**src/rtl/vid_phy_txos_pkg.sv**
```systemverilog
// vid_phy_txos_pkg: shared constants, ratio clamp and level type for the TX oversampler
package vid_phy_txos_pkg;

    localparam int SYM_W     = 10;
    localparam int RATIO_MIN = 1;

    typedef logic [6:0] level_t;

    function automatic int calc_buf_w(input int w, input int rmax);
        return ((2 * w + SYM_W * rmax - w + 7) / 8) * 8;
    endfunction

    localparam int BUF_W = calc_buf_w(40, 5);

    function automatic logic [2:0] clamp_ratio(input logic [2:0] r, input int rmax);
        return (r == 3'd0 || int'(r) > rmax) ? 3'(RATIO_MIN) : r;
    endfunction

endpackage

```
**src/rtl/vid_phy_tx_oversampler_expand.sv**
```systemverilog
// vid_phy_tx_oversampler_expand: replicates each symbol bit ratio_i times, LSB first, packed from bit 0
module vid_phy_txos_expand
    import vid_phy_txos_pkg::*;
#(
    parameter int RATIO_MAX = 5
) (
    input  logic [SYM_W-1:0]           sym_i,
    input  logic [2:0]                 ratio_i,
    output logic [SYM_W*RATIO_MAX-1:0] samp_o
);

    localparam int SW = SYM_W * RATIO_MAX;

    logic [SW-1:0] rep [8];

    for (genvar r = 0; r < 8; r++) begin : g_r
        for (genvar j = 0; j < SW; j++) begin : g_j
            if (r >= RATIO_MIN && r <= RATIO_MAX && j < SYM_W * r) begin : g_on
                assign rep[r][j] = sym_i[j / r];
            end else begin : g_off
                assign rep[r][j] = 1'b0;
            end
        end
    end

    assign samp_o = rep[ratio_i];

endmodule

```
**src/rtl/vid_phy_tx_oversampler.sv**
```systemverilog
// vid_phy_tx_oversampler: bit-replicating TX oversampler with sample buffer; optional UFLOW_CNT_OUT via VID_PHY_TXOS_UFLOW_CNT_EN
module vid_phy_tx_oversampler
    import vid_phy_txos_pkg::*;
#(
    parameter int WIDTH_OUT = 40,
    parameter int RATIO_MAX = 5
) (
    input  logic                 TXOS_CLK_IN,
    input  logic                 TXOS_RST_IN,
    input  logic                 TXOS_EN_IN,
    input  logic [2:0]           TXOS_RATIO_IN,
    input  logic [WIDTH_OUT-1:0] DAT_IN,
    input  logic                 DAT_VLD_IN,
    output logic                 DAT_RDY_OUT,
    output logic [WIDTH_OUT-1:0] TX_DATA_OUT,
    output logic                 UFLOW_OUT,
    input  logic                 UFLOW_CLR_IN,
`ifdef VID_PHY_TXOS_UFLOW_CNT_EN
    output logic [15:0]          UFLOW_CNT_OUT,
`endif
    output logic [6:0]           LEVEL_OUT
);

    localparam int     BW    = calc_buf_w(WIDTH_OUT, RATIO_MAX);
    localparam int     SW    = SYM_W * RATIO_MAX;
    localparam level_t W_L   = level_t'(WIDTH_OUT);
    localparam level_t RDY_L = level_t'(WIDTH_OUT + SYM_W);

    logic                 en_q, en2_q, run_q, uflow_q;
    logic [2:0]           ratio_q, ratio_d;
    level_t               level_q, level_d, rem_lvl, n_samp;
    logic [BW-1:0]        buf_q, buf_d, rem_buf, ins;
    logic [WIDTH_OUT-1:0] tx_q, tx_d;
    logic [SW-1:0]        samp;
    logic                 en_rise, push, pop, uf;

    vid_phy_txos_expand #(.RATIO_MAX(RATIO_MAX)) u_expand (
        .sym_i   (DAT_IN[SYM_W-1:0]),
        .ratio_i (ratio_d),
        .samp_o  (samp)
    );

    // Ratio is taken from the port only on the enable edge so that edge's word already uses it
    assign en_rise = TXOS_EN_IN & ~en_q;
    assign ratio_d = en_rise ? clamp_ratio(TXOS_RATIO_IN, RATIO_MAX) : ratio_q;
    assign n_samp  = level_t'(SYM_W) * level_t'(ratio_d);

    // Ready depends only on registered state; run_q keeps it low until the first clock out of reset
    assign DAT_RDY_OUT = run_q & (~TXOS_EN_IN | (level_q < RDY_L));
    assign push        = TXOS_EN_IN & DAT_VLD_IN & DAT_RDY_OUT;
    assign pop         = TXOS_EN_IN & (level_q >= W_L);
    assign uf          = TXOS_EN_IN & ~pop & en_q & en2_q;

    // Pop first, then append the expanded word just above the surviving samples
    assign rem_buf = pop ? buf_q >> WIDTH_OUT : buf_q;
    assign rem_lvl = pop ? level_q - W_L : level_q;
    assign ins     = {{(BW - SW){1'b0}}, samp} << rem_lvl;

    // Next buffer, level and output word; on underflow the last sent bit is held to avoid false edges
    always_comb begin
        buf_d   = TXOS_EN_IN ? (rem_buf | (push ? ins : '0)) : '0;
        level_d = TXOS_EN_IN ? rem_lvl + (push ? n_samp : level_t'(0)) : level_t'(0);
        tx_d    = ~TXOS_EN_IN ? DAT_IN
                : pop ? buf_q[WIDTH_OUT-1:0]
                : {WIDTH_OUT{tx_q[WIDTH_OUT-1]}};
    end

    // State registers; underflow set takes priority over clear
    always_ff @(posedge TXOS_CLK_IN or posedge TXOS_RST_IN) begin
        if (TXOS_RST_IN) begin
            en_q    <= 1'b0;
            en2_q   <= 1'b0;
            run_q   <= 1'b0;
            ratio_q <= 3'(RATIO_MIN);
            level_q <= '0;
            buf_q   <= '0;
            tx_q    <= '0;
            uflow_q <= 1'b0;
        end else begin
            en_q    <= TXOS_EN_IN;
            en2_q   <= en_q;
            run_q   <= 1'b1;
            ratio_q <= ratio_d;
            level_q <= level_d;
            buf_q   <= buf_d;
            tx_q    <= tx_d;
            uflow_q <= uf | (uflow_q & ~UFLOW_CLR_IN);
        end
    end

`ifdef VID_PHY_TXOS_UFLOW_CNT_EN
    logic [15:0] cnt_q;

    // Saturating count of underflow cycles
    always_ff @(posedge TXOS_CLK_IN or posedge TXOS_RST_IN) begin
        if (TXOS_RST_IN) cnt_q <= '0;
        else cnt_q <= UFLOW_CLR_IN ? '0 : (uf && cnt_q != 16'hFFFF) ? cnt_q + 16'd1 : cnt_q;
    end

    assign UFLOW_CNT_OUT = cnt_q;
`endif

    assign TX_DATA_OUT = tx_q;
    assign UFLOW_OUT   = uflow_q;
    assign LEVEL_OUT   = level_q;

endmodule

```
**config.mk**
```make
export PLATFORM = sky130hd
export DESIGN_NAME = vid_phy_tx_oversampler
export DESIGN_NICKNAME = d
export VERILOG_FILES = /design/src/rtl/vid_phy_txos_pkg.sv /design/src/rtl/vid_phy_tx_oversampler_expand.sv /design/src/rtl/vid_phy_tx_oversampler.sv
export SDC_FILE = /design/constraint.sdc
export NUM_CORES = 1
export LEC_CHECK = 0
export ABC_CLOCK_PERIOD_IN_PS = 4800
export CAP_MARGIN = 20
export CORE_MARGIN = 2
export CORE_UTILIZATION = 46
export CTS_CLUSTER_DIAMETER = 150
export CTS_CLUSTER_SIZE = 30
export DETAILED_ROUTE_END_ITERATION = 10
export HOLD_SLACK_MARGIN = 0.06
export PLACE_DENSITY = 0.72
export SLEW_MARGIN = 20
export SYNTH_ARGS = -nofsm -noshare
export SYNTH_HDL_FRONTEND = slang
export SYNTH_SLANG_ARGS = --single-unit
```
**constraint.sdc**
```tcl
create_clock -name TXOS_CLK_IN -period 4.8 [get_ports TXOS_CLK_IN]
set_input_delay 0.96 -clock TXOS_CLK_IN [delete_from_list [all_inputs] [get_ports TXOS_CLK_IN]]
set_output_delay 0.96 -clock TXOS_CLK_IN [all_outputs]
set_load 0.01 [all_outputs]
```
### Word-level counts from Yosys, hierarchy flattened

Cells that the tools add are included.

* flip-flop bits (word level): 150
* input bits: 48
* output and inout bits: 49
* logic and storage cells: 50

* $add $sub $neg: 2
* multipliers: 1
* $lt $le $gt $ge: 4
* equal/unequal tests: 1
* shift-type cells: 1
* mux-type cells: 13
* bitwise gates (word level): 17
* reductions and logical operators: 2

Operators with widths (count)
* $mux 96: 3
* $bmux 50 s3: 1
* $mux 50: 2
* $or 96x96->96: 1
* $shl 50x7->96: 1
* $mux 40: 2
* $mux 7: 3
* $and 1x1->1: 9
* $add 7x7->7: 1
* $ge 7x6->1 const B: 1
* $lt 7x6->1 const B: 1
* $sub 7x6->7 const B: 1
* $mul 3x3->6 const A: 1
* $mux 3: 2
* $ge 4x4->1 const B: 1
* $not 1->1: 4
* $not 3->4: 1
* $gt 3x3->1 const B: 1
* $logic_not 3->1: 1
* $ne 2x1->1 const B: 1
* $or 1x1->1: 2
* $logic_or 1x1->1: 1

### Logic depth before layout (Yosys ltp)

* depth in word-level cells: 12
* depth in mapped cells: 17
* depth with buffers taken out: 15

### Hierarchy

From an unflattened synthesis, not the netlist that was laid out.

* cell total of the unflattened synthesis: 1319
* area total of the unflattened synthesis: 11086.9 um2

By module, submodules not included
* vid_phy_tx_oversampler: instances 1, cells an instance 1197, area each 10301.1 um2, seq. area each 3729.8 um2
* vid_phy_txos_expand: instances 1, cells an instance 122, area each 785.8 um2, seq. area each 0.0 um2

### Worst setup path before layout

No wires, ideal clock.

* path kind: input -> register
* start: in TXOS_EN_IN
* end: reg level_q[6] (netlist: LEVEL_OUT[6])
* setup time: 132 ps
* arrival: 3676 ps
* required time: 4668 ps
* setup slack: 992 ps
* stages: 16
* buffers on the path: 4
* cell sequence: buf_2 -> and2b_1 -> buf_4 -> o22ai_4 -> inv_2 -> buf_4 -> buf_2 -> ha_1 -> ha_1 -> ha_1 -> and2_1 -> ha_1 -> a21oi_1 -> xor2_1 -> xnor2_1 -> nor2_1

RTL lines
* start, declared: RTL line vid_phy_tx_oversampler.sv:10 `input logic TXOS_EN_IN,`
* $and 1x1->1: RTL line vid_phy_tx_oversampler.sv:44 `assign en_rise = TXOS_EN_IN & ~en_q;`
* $mux 3: RTL line vid_phy_tx_oversampler.sv:45 `assign ratio_d = en_rise ? clamp_ratio(TXOS_RATIO_IN, RATIO_MAX) : ratio_q;`
* $mul 3x3->6: RTL line vid_phy_tx_oversampler.sv:46 `assign n_samp = level_t'(SYM_W) * level_t'(ratio_d);`
* named net n_samp[1]: RTL line vid_phy_tx_oversampler.sv:31 `level_t level_q, level_d, rem_lvl, n_samp;`
* $mux 7: RTL line vid_phy_tx_oversampler.sv:62 `level_d = TXOS_EN_IN ? rem_lvl + (push ? n_samp : level_t'(0)) : level_t'(0);`
* $add 7x7->7: RTL line vid_phy_tx_oversampler.sv:62
* $mux 7: RTL line vid_phy_tx_oversampler.sv:62
* named net level_d[6]: RTL line vid_phy_tx_oversampler.sv:31
* end signal, assigned: RTL line vid_phy_tx_oversampler.sv:84 `level_q <= level_d;`
* end, declared: RTL line vid_phy_tx_oversampler.sv:31

The timed path passes the listed nets, and every way through them passes these cells.
A chain may end at the register's enable or synchronous reset.

### Worst setup path after layout

* start: in TXOS_RATIO_IN[2]
* end: reg buf_q[73]

* word-level cells in the longest chain between the ends: 12

Ends and longest elaborated chain
* start, declared: RTL line vid_phy_tx_oversampler.sv:11 `input logic [2:0] TXOS_RATIO_IN,`
* $gt 3x3->1 or $logic_not 3->1 (tied branches): RTL line vid_phy_txos_pkg.sv:16 `return (r == 3'd0 || int'(r) > rmax) ? 3'(RATIO_MIN) : r;`
* $logic_or 1x1->1: RTL line vid_phy_txos_pkg.sv:16
* $mux 3 *: RTL line vid_phy_txos_pkg.sv:16
* $mux 3 *: RTL line vid_phy_tx_oversampler.sv:45
* $not 3->4 (implied by the code) *: RTL line vid_phy_tx_oversampler_expand.sv:26 `assign samp_o = rep[ratio_i];`
* $bmux 50 s3 *: RTL line vid_phy_tx_oversampler_expand.sv:26
* $mux 50 (implied by the code) * (2 in a row): RTL line vid_phy_tx_oversampler_expand.sv:26
* $shl 50x7->96 *: RTL line vid_phy_tx_oversampler.sv:57 `assign ins = {{(BW - SW){1'b0}}, samp} << rem_lvl;`
* $mux 96 *: RTL line vid_phy_tx_oversampler.sv:61 `buf_d = TXOS_EN_IN ? (rem_buf | (push ? ins : '0)) : '0;`
* $or 96x96->96 *: RTL line vid_phy_tx_oversampler.sv:61
* $mux 96 *: RTL line vid_phy_tx_oversampler.sv:61
* named net buf_d[73]: RTL line vid_phy_tx_oversampler.sv:32 `logic [BW-1:0] buf_q, buf_d, rem_buf, ins;`
* end signal, assigned: RTL line vid_phy_tx_oversampler.sv:85 `buf_q <= buf_d;`
* end, declared: RTL line vid_phy_tx_oversampler.sv:32

The timed path passes the listed nets; every way through them passes the cells marked *. The select of a mux whose other input is x is not followed.

==> impl_metrics.ini <==
[synth]
ys_ff_latch = 149
ys_top_cells_by_area = dfrtp_1 36%, a21oi_1 6.8%, nand2_1 5.6%
synth-edff-count = 0
ys_warn_count = 0
synth_area_leader_cell = dfrtp_1
seq_area_frac_synth = 0.3604
syn_inst = 1259
yosys_most_used_dff = dfrtp_1
synth_cell_types = 94
async_flop_share = 1.000
synth_nets = 1320
yosys-top-cells-count = 155 x nand2_1, 150 x nor2_1, 148 x dfrtp_1
avgSynthCellArea_um2 = 8.220
synth_area_um2 = 10350
yosysMostFrequentCell = nand2_1
synth_top_area_share = 0.3579

[power_and_ir_drop]
p_leak_nw = 5.165
switching_power_mw = 1.336
p_total_mw = 3.875
combPwrFrac = 0.307
p_per_area_nw_per_um2 = 315.1
p_int_mw = 2.539
power_frac_seq = 0.354
pwr-share-clk = 0.339
switching_share = 0.3447
ir_worst_vdd_v = 0.0002490

[die]
ios = 97
dieArea_um2 = 23710
dieHeight_um = 154.0
die_width_um = 154.0
core-area_um2 = 21960
rows = 54
initial_core_util = 0.4713

[detailed_routing]
drt-met1-wl_mm = 15.78
first_pass_iters = 8
wl_mm = 39.04
vias = 10760
met3_length_mm = 4.829
drt-wirelength-per-cell_um = 24.16
dr_wl_met2_mm = 16.61
ant_nets = 0
drt_iter0_drc = 1398
drc = 0
top_layer = met5
vias_per_cell = 6.659

[timing]
fin_skew_ns = 0.01120
hold_violations = 0
rsz0062_at_grt = no
min_period_ns = 4.127
tightest_slew_ns = 0.9151
slew_headroom = 0.3741
maxSlewViolCount = 0
period_share = 0.8597
clock.fmax_ghz = 0.2423
finalSetupTns_ns = 0
setup_viol = 0

[finish]
diodes = 0
nets = 1385
drive_gt1_frac = 0.1175
synthToLayoutAreaGrowth_pct = 18.84
design_area_um2 = 12300

[clock_tree]
htree_levels = 4
insertion_delay_ns = 0.43
cts_buffers = 17
clock-root-buffer = clkbuf_16
cts_num_sinks = 149
postCtsHoldBufs = 0
clock_path_buffers = 2
cts_tree = yes
post_cts_buffers = 0
cts_resized = 0
cts.clk_slew.worst_paths_ns = 0.06

[place]
numPortBuffers = 95
globalplace.congestion = 1.059
post-dp-hpwl_mm = 27.93
place_area_um2 = 11710

[status]
status = completed

[critical_path]
r2r-start = LEVEL_OUT[4]
rrSetupSlack_ns = 0.69
crit_fanout = 13
worstSetupEndpointType = register
critPathRequiredTime_ns = 5.13
reg2regPathDepth = 12
setup.worst_path.class = input pin to register
critPathLaunchType = input pin
reg2reg_to = buf_q[54]
critical_path_arrival_ns = 4.46

[global_route]
grt_first_pass_wirelength_mm = 60.29
grt_max_degree = 65
grt_pass1_vias = 10100
grt_usage = 0.3294
grt.overflow.total = 0
antenna_found_initial = 2

[flow_run]
max_cap_violations = 0

[hold_path]
min_path_cells = 2
holdPathEnd = buf_q[65]
min_from = buf_q[65]
hold_path.class = register to register
worst max path at each step:
| stage | startpoint | cells past startpoint | to | slack [ns] |
|---|---|---|---|---|
| finish | TXOS_RATIO_IN[2] | 10 | buf_q[73] | 0.67 |
| global route | LEVEL_OUT[4] | 12 | buf_q[54] | 0.51 |
| detailed placement | TXOS_RATIO_IN[2] | 10 | buf_q[73] | 0.41 |
| CTS | LEVEL_OUT[4] | 12 | buf_q[54] | 0.82 |
| floorplan | TXOS_EN_IN | 16 | LEVEL_OUT[6] | 0.99 |
| global placement | TXOS_RATIO_IN[0] | 11 | buf_q[89] | 0.48 |
placed cells by master, fill, tap and decap left out, types with 11 or more instances in the layout:
cell type	count
a21o_1	12
a21oi_1	139
a221oi_1	13
a22oi_1	24
a31oi_1	29
and2_1	12
buf_4	62
clkbuf_16	17
clkdlybuf4s50_1	94
dfrtp_1	147
ha_1	12
inv_1	18
mux2_2	19
mux2i_1	38
nand2_1	155
nand3_1	37
nor2_1	148
nor3_1	14
o211ai_1	17
o21a_1	12
o21ai_0	56
o21ai_1	17
o221ai_1	14
o22a_1	14
o31ai_1	13
o32ai_1	11
per-layer routing:
metal,vias up,track usage
li1,4779,-
met1,5111,0.4557
met2,743,0.4792
met3,126,0.08766
met4,2,0.1575
met5,-,0
power by group through the flow:
stage	combinational [mW]	sequential [mW]	clock, mW
5_1_grt	1.26	1.38	1.38
2_1_floorplan	0.678	1.40	0
3_5_place_dp	1.14	1.39	0
4_1_cts	1.15	1.37	1.32
3_3_place_gp	1.14	1.39	0
6_report	1.19	1.37	1.31
state kept, by name (all words and copies together) (netlist names):
name and cells:
en2_q 1, buf_q 96, ratio_q 3, LEVEL_OUT 6, UFLOW_OUT 1, run_q 1, en_q 1, TX_DATA_OUT 40
final cells by class:
class / instances / area (um2)
fillers: 1992 / 9661
flip-flops and latches: 149 / 3731
clock inverters: 11 / 123.9
repair buffers: 158 / 1446
inverters: 22 / 86.33
multi-input cells: 976 / 6113
well taps: 280 / 350.3
clock buffers: 20 / 446.7
logic make-up after synthesis:
| family | after synthesis | share of synthesized area |
|---|---|---|
| adders and majority gates | 13 | 0.01644 |
| buffers and inverters | 134 | 0.05211 |
| xor gates and xnor gates | 8 | 0.008221 |
| AOI/OAI and AO/OA | 463 | 0.3017 |
| and+or+nand+nor | 421 | 0.1777 |
| other | 2 | 0.0007257 |
| DFF | 149 | 0.3604 |
| muxes | 69 | 0.08270 |
critical path, cell delays in order:
cell and delay, ns:
clkdlybuf4s50_1 0.53, nand4bb_1 0.30, o21ai_1 0.47, a22oi_1 0.25
o21ai_0 0.41, o21ai_0 0.28, mux4_2 0.53, mux2_2 0.30
or2_1 0.21, a31oi_1 0.21
stage by stage:
stage                     instances  utilization  hold WS (ns)  worst slack (ns)
after floorplan                1259            -        0.4546            0.9917
after global placement         1584       0.5330        0.4673            0.4797
after detailed placement       1584       0.5330        0.4824            0.4054
after CTS                      1615       0.5590        0.4982            0.8196
after global routing           1616       0.5601        0.5170            0.5071
final                          1616       0.5601        0.4955            0.6734
Power figures use the tool's default switching activity.
